===== config.mk =====
export PLATFORM = sky130hd
export DESIGN_NAME = scroll_window_gen_flat
export DESIGN_NICKNAME = d
export VERILOG_FILES = /design/src/rtl/scroll_window_gen_pkg.sv /design/src/rtl/scroll_window_gen_if.sv /design/src/rtl/scroll_window_gen_tick_prescaler.sv /design/src/rtl/scroll_window_gen.sv /design/src/flat_wrapper.sv
export SDC_FILE = /design/constraint.sdc
export NUM_CORES = 1
export LEC_CHECK = 0
export BUFFER_PORTS_ARGS = -buffer_cell sky130_fd_sc_hd__buf_4
export CAP_MARGIN = 10
export CORE_MARGIN = 4
export CORE_UTILIZATION = 60
export DETAILED_ROUTE_END_ITERATION = 10
export GPL_ROUTABILITY_DRIVEN = 0
export PLACE_DENSITY = 0.78
export SLEW_MARGIN = 20
export SYNTH_ARGS = -nofsm -noshare
export SYNTH_HDL_FRONTEND = slang
export SYNTH_SLANG_ARGS = --single-unit

===== constraint.sdc =====
create_clock -name clk -period 16.13 [get_ports clk]
set_input_delay 0.8065 -clock clk [delete_from_list [all_inputs] [get_ports clk]]
set_output_delay 0.8065 -clock clk [all_outputs]
set_load 0.05 [all_outputs]

===== src/rtl/scroll_window_gen_pkg.sv =====
// Shared constants for the scroll/display path: code width, the blank code
// and the character codes the segment decoder understands. The decoder must
// render BLANK_CODE as all segments off.
package scroll_pkg;

  localparam int CODE_W = 4;

  typedef logic [CODE_W-1:0] code_t;

  localparam code_t BLANK_CODE = 4'hF;

  localparam code_t CH_0     = 4'h0;
  localparam code_t CH_1     = 4'h1;
  localparam code_t CH_2     = 4'h2;
  localparam code_t CH_3     = 4'h3;
  localparam code_t CH_4     = 4'h4;
  localparam code_t CH_5     = 4'h5;
  localparam code_t CH_6     = 4'h6;
  localparam code_t CH_7     = 4'h7;
  localparam code_t CH_8     = 4'h8;
  localparam code_t CH_9     = 4'h9;
  localparam code_t CH_A     = 4'hA;
  localparam code_t CH_B     = 4'hB;
  localparam code_t CH_C     = 4'hC;
  localparam code_t CH_D     = 4'hD;
  localparam code_t CH_E     = 4'hE;
  localparam code_t CH_BLANK = BLANK_CODE;

  typedef enum logic {
    SCROLL_LEFT  = 1'b0,
    SCROLL_RIGHT = 1'b1
  } scroll_dir_e;

endpackage


===== src/rtl/scroll_window_gen_if.sv =====
// Host/display bundle for scroll_window_gen. The dir signal exists only when
// SCROLL_DIR_EN is defined.
interface scroll_window_gen_if
  import scroll_pkg::*;
#(
  parameter int MAX_LEN = 16
);

  localparam int LEN_W = $clog2(MAX_LEN + 1);

  logic             wr_en;
  code_t            wr_data;
  logic             clr;
  logic             run;
`ifdef SCROLL_DIR_EN
  logic             dir;
`endif
  code_t            first;
  code_t            second;
  code_t            third;
  code_t            fourth;
  logic [LEN_W-1:0] len;
  logic             full;
  logic             tick;

  modport master (
    output wr_en,
    output wr_data,
    output clr,
    output run,
`ifdef SCROLL_DIR_EN
    output dir,
`endif
    input  first,
    input  second,
    input  third,
    input  fourth,
    input  len,
    input  full,
    input  tick
  );

  modport slave (
    input  wr_en,
    input  wr_data,
    input  clr,
    input  run,
`ifdef SCROLL_DIR_EN
    input  dir,
`endif
    output first,
    output second,
    output third,
    output fourth,
    output len,
    output full,
    output tick
  );

endinterface


===== src/rtl/scroll_window_gen_tick_prescaler.sv =====
// Single-clock enable generator: divides clk by TICK_DIV while en is high.
// tick is a combinational strobe in the last count cycle, so a consumer can
// update its state on the same edge the counter wraps. The count freezes
// while en is low and clears on reset or clr.
module tick_prescaler #(
  parameter int TICK_DIV = 50_000_000
) (
  input  logic clk,
  input  logic reset,
  input  logic clr,
  input  logic en,
  output logic tick
);

  localparam int CNT_W = $clog2(TICK_DIV);
  localparam logic [CNT_W-1:0] LAST = CNT_W'(TICK_DIV - 1);

  logic [CNT_W-1:0] cnt;
  logic             at_last;

  assign at_last = (cnt == LAST);

  // Divider counter: wraps at TICK_DIV-1, holds while disabled
  always_ff @(posedge clk) begin
    if (reset || clr) begin
      cnt <= '0;
    end else if (en) begin
      cnt <= at_last ? '0 : cnt + CNT_W'(1);
    end
  end

  assign tick = en && !reset && !clr && at_last;

endmodule


===== src/rtl/scroll_window_gen.sv =====
// scroll_window_gen: message buffer plus circular 4-character scroll window
// for the 4-digit display. One clock; scrolling is paced by tick_prescaler.
// Optional feature macro: SCROLL_DIR_EN (adds the dir input and right scroll).
module scroll_window_gen
  import scroll_pkg::*;
#(
  parameter int TICK_DIV = 50_000_000,
  parameter int MAX_LEN  = 16
) (
  input  logic                clk,
  input  logic                reset,
  scroll_window_gen_if.slave  bus
);

  localparam int LEN_W = $clog2(MAX_LEN + 1);
  localparam int POS_W = (MAX_LEN > 1) ? $clog2(MAX_LEN) : 1;

  typedef logic [LEN_W-1:0] len_t;
  typedef logic [POS_W-1:0] pos_t;

  code_t msg [MAX_LEN];
  len_t  len_q;
  pos_t  pos_q;
  logic  full_q;
  logic  tick_q;

  logic  step;
  logic  scroll_en;
  logic  wr_ok;
  pos_t  pos_next;
  pos_t  idx1, idx2, idx3;

  function automatic pos_t wrap_inc(input pos_t p, input len_t l);
    return ((len_t'(p) + len_t'(1)) == l) ? '0 : p + POS_W'(1);
  endfunction

`ifdef SCROLL_DIR_EN
  function automatic pos_t wrap_dec(input pos_t p, input len_t l);
    return (p == '0) ? POS_W'(l - len_t'(1)) : p - POS_W'(1);
  endfunction
`endif

  assign scroll_en = bus.run && (len_q != '0);
  assign wr_ok     = bus.wr_en && !full_q && !bus.clr;

  tick_prescaler #(
    .TICK_DIV (TICK_DIV)
  ) u_prescaler (
    .clk   (clk),
    .reset (reset),
    .clr   (bus.clr),
    .en    (scroll_en),
    .tick  (step)
  );

  // Next window start, wrapped against the pre-write length
  always_comb begin
    pos_next = wrap_inc(pos_q, len_q);
`ifdef SCROLL_DIR_EN
    if (scroll_dir_e'(bus.dir) == SCROLL_RIGHT) begin
      pos_next = wrap_dec(pos_q, len_q);
    end
`endif
  end

  // Length, window position, full flag and tick pulse
  always_ff @(posedge clk) begin
    if (reset || bus.clr) begin
      len_q  <= '0;
      pos_q  <= '0;
      full_q <= 1'b0;
      tick_q <= 1'b0;
    end else begin
      tick_q <= step;
      if (step) begin
        pos_q <= pos_next;
      end
      if (wr_ok) begin
        len_q  <= len_q + len_t'(1);
        full_q <= ((len_q + len_t'(1)) == len_t'(MAX_LEN));
      end
    end
  end

  // Message storage: append at the current length, contents need no reset
  always_ff @(posedge clk) begin
    if (wr_ok) begin
      msg[POS_W'(len_q)] <= bus.wr_data;
    end
  end

  // Window indices; repeated wrap lets messages shorter than 4 repeat
  assign idx1 = wrap_inc(pos_q, len_q);
  assign idx2 = wrap_inc(idx1, len_q);
  assign idx3 = wrap_inc(idx2, len_q);

  // Registered digit codes, one cycle behind the buffer state
  always_ff @(posedge clk) begin
    if (reset || (len_q == '0)) begin
      bus.fourth <= BLANK_CODE;
      bus.third  <= BLANK_CODE;
      bus.second <= BLANK_CODE;
      bus.first  <= BLANK_CODE;
    end else begin
      bus.fourth <= msg[pos_q];
      bus.third  <= msg[idx1];
      bus.second <= msg[idx2];
      bus.first  <= msg[idx3];
    end
  end

  assign bus.len  = len_q;
  assign bus.full = full_q;
  assign bus.tick = tick_q;

endmodule


===== src/flat_wrapper.sv =====
// flat-port wrapper written by rule: the top's interface ports become plain ports
module scroll_window_gen_flat import scroll_pkg::*;
#(
  parameter int TICK_DIV = 50_000_000,
  parameter int MAX_LEN  = 16
)
  (clk, reset, bus_wr_en, bus_wr_data, bus_clr, bus_run, bus_first, bus_second, bus_third, bus_fourth, bus_len, bus_full, bus_tick);
  scroll_window_gen_if #(.MAX_LEN(MAX_LEN)) bus_i ();
  input  logic clk;
  input  logic reset;
  input wire logic [$bits(bus_i.wr_en)-1:0] bus_wr_en;
  input wire logic [$bits(bus_i.wr_data)-1:0] bus_wr_data;
  input wire logic [$bits(bus_i.clr)-1:0] bus_clr;
  input wire logic [$bits(bus_i.run)-1:0] bus_run;
  output wire logic [$bits(bus_i.first)-1:0] bus_first;
  output wire logic [$bits(bus_i.second)-1:0] bus_second;
  output wire logic [$bits(bus_i.third)-1:0] bus_third;
  output wire logic [$bits(bus_i.fourth)-1:0] bus_fourth;
  output wire logic [$bits(bus_i.len)-1:0] bus_len;
  output wire logic [$bits(bus_i.full)-1:0] bus_full;
  output wire logic [$bits(bus_i.tick)-1:0] bus_tick;
  assign bus_i.wr_en = bus_wr_en;
  assign bus_i.wr_data = bus_wr_data;
  assign bus_i.clr = bus_clr;
  assign bus_i.run = bus_run;
  assign bus_first = bus_i.first;
  assign bus_second = bus_i.second;
  assign bus_third = bus_i.third;
  assign bus_fourth = bus_i.fourth;
  assign bus_len = bus_i.len;
  assign bus_full = bus_i.full;
  assign bus_tick = bus_i.tick;
  scroll_window_gen #(.TICK_DIV(TICK_DIV), .MAX_LEN(MAX_LEN)) u_core (.clk(clk), .reset(reset), .bus(bus_i));
endmodule

==> summary.txt <==
Synth
  • Number of flops mapped to enable cells by yosys: 64
  • Yosys warns: 0
  • Synth top cells by count: 111 x nand2_1, 99 x nor2_1, 64 x edfxtp_1, 53 x dfxtp_1, 28 x o21ai_0
  • Post-synthesis compound-gate area fraction: 0.152
  • Post-synthesis adder-cell area fraction: 0.0156
  • Largest family of logic cells by synthesized area: simple AND/OR/NAND/NOR gates
  • Synth Area in Simple Gates: 0.205
  • Synth Register Bits: 117
  • Main synth FF type: edfxtp_1
  • Most common cell in the synthesized netlist: nand2_1
  • Ys async rst share: 0
  • Syn Std Cell Area: between 7000 and 8000 µm²
  • Synth Area in XOR/XNOR: 0.0545
  • Syn_area_per_cell: around 9.4 µm²
  • Post-synthesis cell count: roughly 760
  • Synth area leader: edfxtp_1
  • Post-Syn Nets: 781
  • Distinct cells, synth: 71
  • Sequential area share after synthesis: 0.414
  • Share of the synthesized area in the top cell type: 0.267
  • Top post-synthesis cells by area: edfxtp_1 27%, dfxtp_1 15%, mux4_2 7.5%
  • Multiplexer share of the synthesized area: 0.117

Worst setup path
  • Crit. End Element: flop
  • Crit path DAT: 9.22 ns
  • CP Max Fanout: 57
  • Setup CP Type: flop to flop
  • Worst-case reg-to-reg path depth: 26
  • Worst Setup EP: u_core.bus.first[2]
  • Crit start category: flop
  • R2R Setup Slk: a little over 7 ns
  • Reg-to-Reg End: u_core.bus.first[2]
  • Worst EP required: around 16 ns
  • Reg2reg start: u_core.pos_q[0]
  • Worst setup path startpoint: u_core.pos_q[0]

CTS
  • Post_cts resized: 0
  • CTS Hold Bufs: 0
  • Post-CTS Setup Bufs: 0
  • Max clock buf depth: 2
  • CTS root buf: clkbuf_16
  • CTS sink cnt: about 120
  • H-tree depth: 4
  • Inserted Clock Buffers: 17
  • CTS tree: built
  • Clock slew at reported path FFs: roughly 0.060 ns
  • Worst skew pair latency: approximately 0.42 ns

GRT
  • GR Overflow Total: 0
  • First-pass GRT wire length: roughly 35000 µm
  • Vias in the first global route: 6149
  • Initial antenna violation count: 2
  • Largest net degree at the start of global routing: 58
  • GRT Util Overall: 0.326

Drt
  • Routed wl met3: roughly 3100 µm
  • Antenna Violating Nets Remaining: 0
  • Drt initial violations: 1194
  • M1 WL: ~7900 µm
  • DR DRC count: 0
  • Wire length on met2: about 10000 µm
  • WL final: approximately 23000 µm
  • Routed vias/inst: 7.03
  • Vias: roughly 6500
  • Max layer used: met5
  • DR pass1 iterations: 7
  • WL/cell: 24.5 µm

Placement
  • Port Buf Inserts: 31
  • Post-detail-place hpwl: between 15000 and 20000 µm
  • DP Worst Slack: about 7.3 ns

Timing
  • Clock skew: ~0.0058 ns
  • Final hold violation count: 0
  • Min Clock Period, post-route: slightly below 9 ns
  • Final worst setup slack: approximately 7.3 ns
  • Relative slew slack: 0.360
  • Tightest Pin Transition: 0.960 ns
  • Crit share post-route: 0.549
  • RSZ-0062 raised after global routing: false
  • Max Slew Vio Count: 0
  • Setup Viol. Count Final: 0
  • Max Freq: roughly 110 MHz
  • Setup TNS: 0 ns

Floorplanning
  • Die width: around 120 µm
  • # IOs: 32
  • Starting Density: 0.623
  • Row cnt: 39
  • Core Region: around 12000 µm²
  • Die Y: approximately 120 µm
  • Die footprint: about 14000 µm²

Power
  • Design Power: 0.739 mW
  • Leak: between 2 and 3 nW
  • Power Density: approximately 92 nW/µm²
  • Peak VDD IR: 84.2 µV

Final layout
  • Filler cells: roughly 830
  • Layout cells sized above 1: 0.159
  • Area Growth Syn to Fin: 11.7%
  • Nets: approximately 790

Worst hold path
  • HP Class: flop to flop

Run status
  • Status: complete, no violations

Job
  • Max cap viols: 0
## how the worst min path moves through the flow
stage / startpoint / to / slack [ns] / cells past startpoint
after global placement: u_core.u_prescaler.cnt[17] / u_core.u_prescaler.cnt[17] / 0.48 / 2
after CTS: u_core.u_prescaler.cnt[17] / u_core.u_prescaler.cnt[17] / 0.51 / 2
final: u_core.u_prescaler.cnt[17] / u_core.u_prescaler.cnt[17] / 0.51 / 2
after global routing: u_core.u_prescaler.cnt[15] / u_core.u_prescaler.cnt[15] / 0.55 / 2
after detailed placement: u_core.u_prescaler.cnt[17] / u_core.u_prescaler.cnt[17] / 0.50 / 2
after floorplan: u_core.u_prescaler.cnt[17] / u_core.u_prescaler.cnt[17] / 0.47 / 2
## registers in the layout, summed over array words and instances (netlist names), 4 cells and up
name                    count
u_core.bus.first            4
u_core.bus.second           4
u_core.bus.len              5
u_core.bus.third            4
u_core.bus.fourth           4
u_core.u_prescaler.cnt     26
u_core.msg                 64
u_core.pos_q                4
## logic make-up (layout without fill, tap and decap cells)
group                      Yosys count  after routing
AOI/OAI and AO/OA                  150            150
adders and majority gates            9              9
and+or+nand+nor                    321            321
muxes                               53             53
DFF                                117            117
buffers and inverters               69             88
xor gates and xnor gates            44             44
other                                0              1
## layout by cell type (no fill, tap or decap), types with 4 or more instances in the layout
master / count
o211ai_1: 7
mux2i_1: 20
o311ai_0: 7
nand4_1: 9
buf_4: 38
a311oi_1: 8
dfxtp_1: 51
nor2b_1: 5
o21ai_1: 6
a21o_1: 6
a21oi_1: 22
nor3_1: 15
nor4_1: 4
edfxtp_1: 64
ha_1: 9
and3_1: 15
inv_1: 16
o211a_1: 5
nand3_1: 26
a31o_1: 4
o21ai_0: 28
mux2_2: 9
clkbuf_16: 17
nor2_1: 98
and2_1: 4
nand2_1: 111
a211oi_1: 11
a31oi_1: 7
xnor2_1: 18
xor2_1: 25
nand2b_1: 15
mux4_2: 24
## layer usage
metal / global-route usage / vias to the layer above
li1: - / 2801
met1: 0.404 / 3019
met2: 0.505 / 526
met3: 0.0990 / 166
met4: 0.190 / 2
met5: 0 / -
## area by class of cell
cell class                      instances  area, µm²  share of cell area
Multi-Input combinational cell        577       3930               0.488
Tap cell                              143        179              0.0222
Clock inverter                         13        156              0.0194
Antenna cell                            1       2.50            0.000311
Clock buffer                           19        443              0.0550
Timing Repair Buffer                   38        285              0.0354
Inverter                               18       67.6             0.00839
Sequential cell                       117       2990               0.371
## report_power, final
group	leakage (nW)	switching [mW]	internal, mW	total [mW]
registers	1.01	0.00182	0.316	0.317
logic	1.54	0.0267	0.0140	0.0407
clock network	0.284	0.136	0.246	0.381
## stage by stage
stage                     cells  area [µm²]  hold WS (ns)  utilization
after detailed placement    893        7440         0.496        0.643
after global routing        925        8050         0.552        0.696
final                       926        8050         0.506        0.696
after CTS                   925        8040         0.513        0.695
after global placement      893        7440         0.485        0.643
after floorplan             763        7210         0.471            -
## critical path, stage by stage, from the launching register on
cell      delay, ns
dfxtp_2        0.32
buf_4          0.48
ha_1           0.46
xor2_1         0.23
o211a_1        0.22
o211ai_2       0.15
nand2b_1       0.72
inv_1          0.59
ha_1           0.44
inv_1          0.10
nor2_1         0.07
a211oi_2       0.37
nand3_2        0.49
xnor2_2        0.45
a21o_1         0.17
buf_4          0.30
inv_2          0.32
ha_1           0.80
xnor2_1        0.21
nand2_1        0.09
nor3b_1        0.24
a21oi_1        0.16
nor4_4         0.44
and2_1         0.39
nor4_1         0.11
o31ai_1        0.28
a31o_1         0.18
No activity file was read; power rests on OpenSTA's default activity.
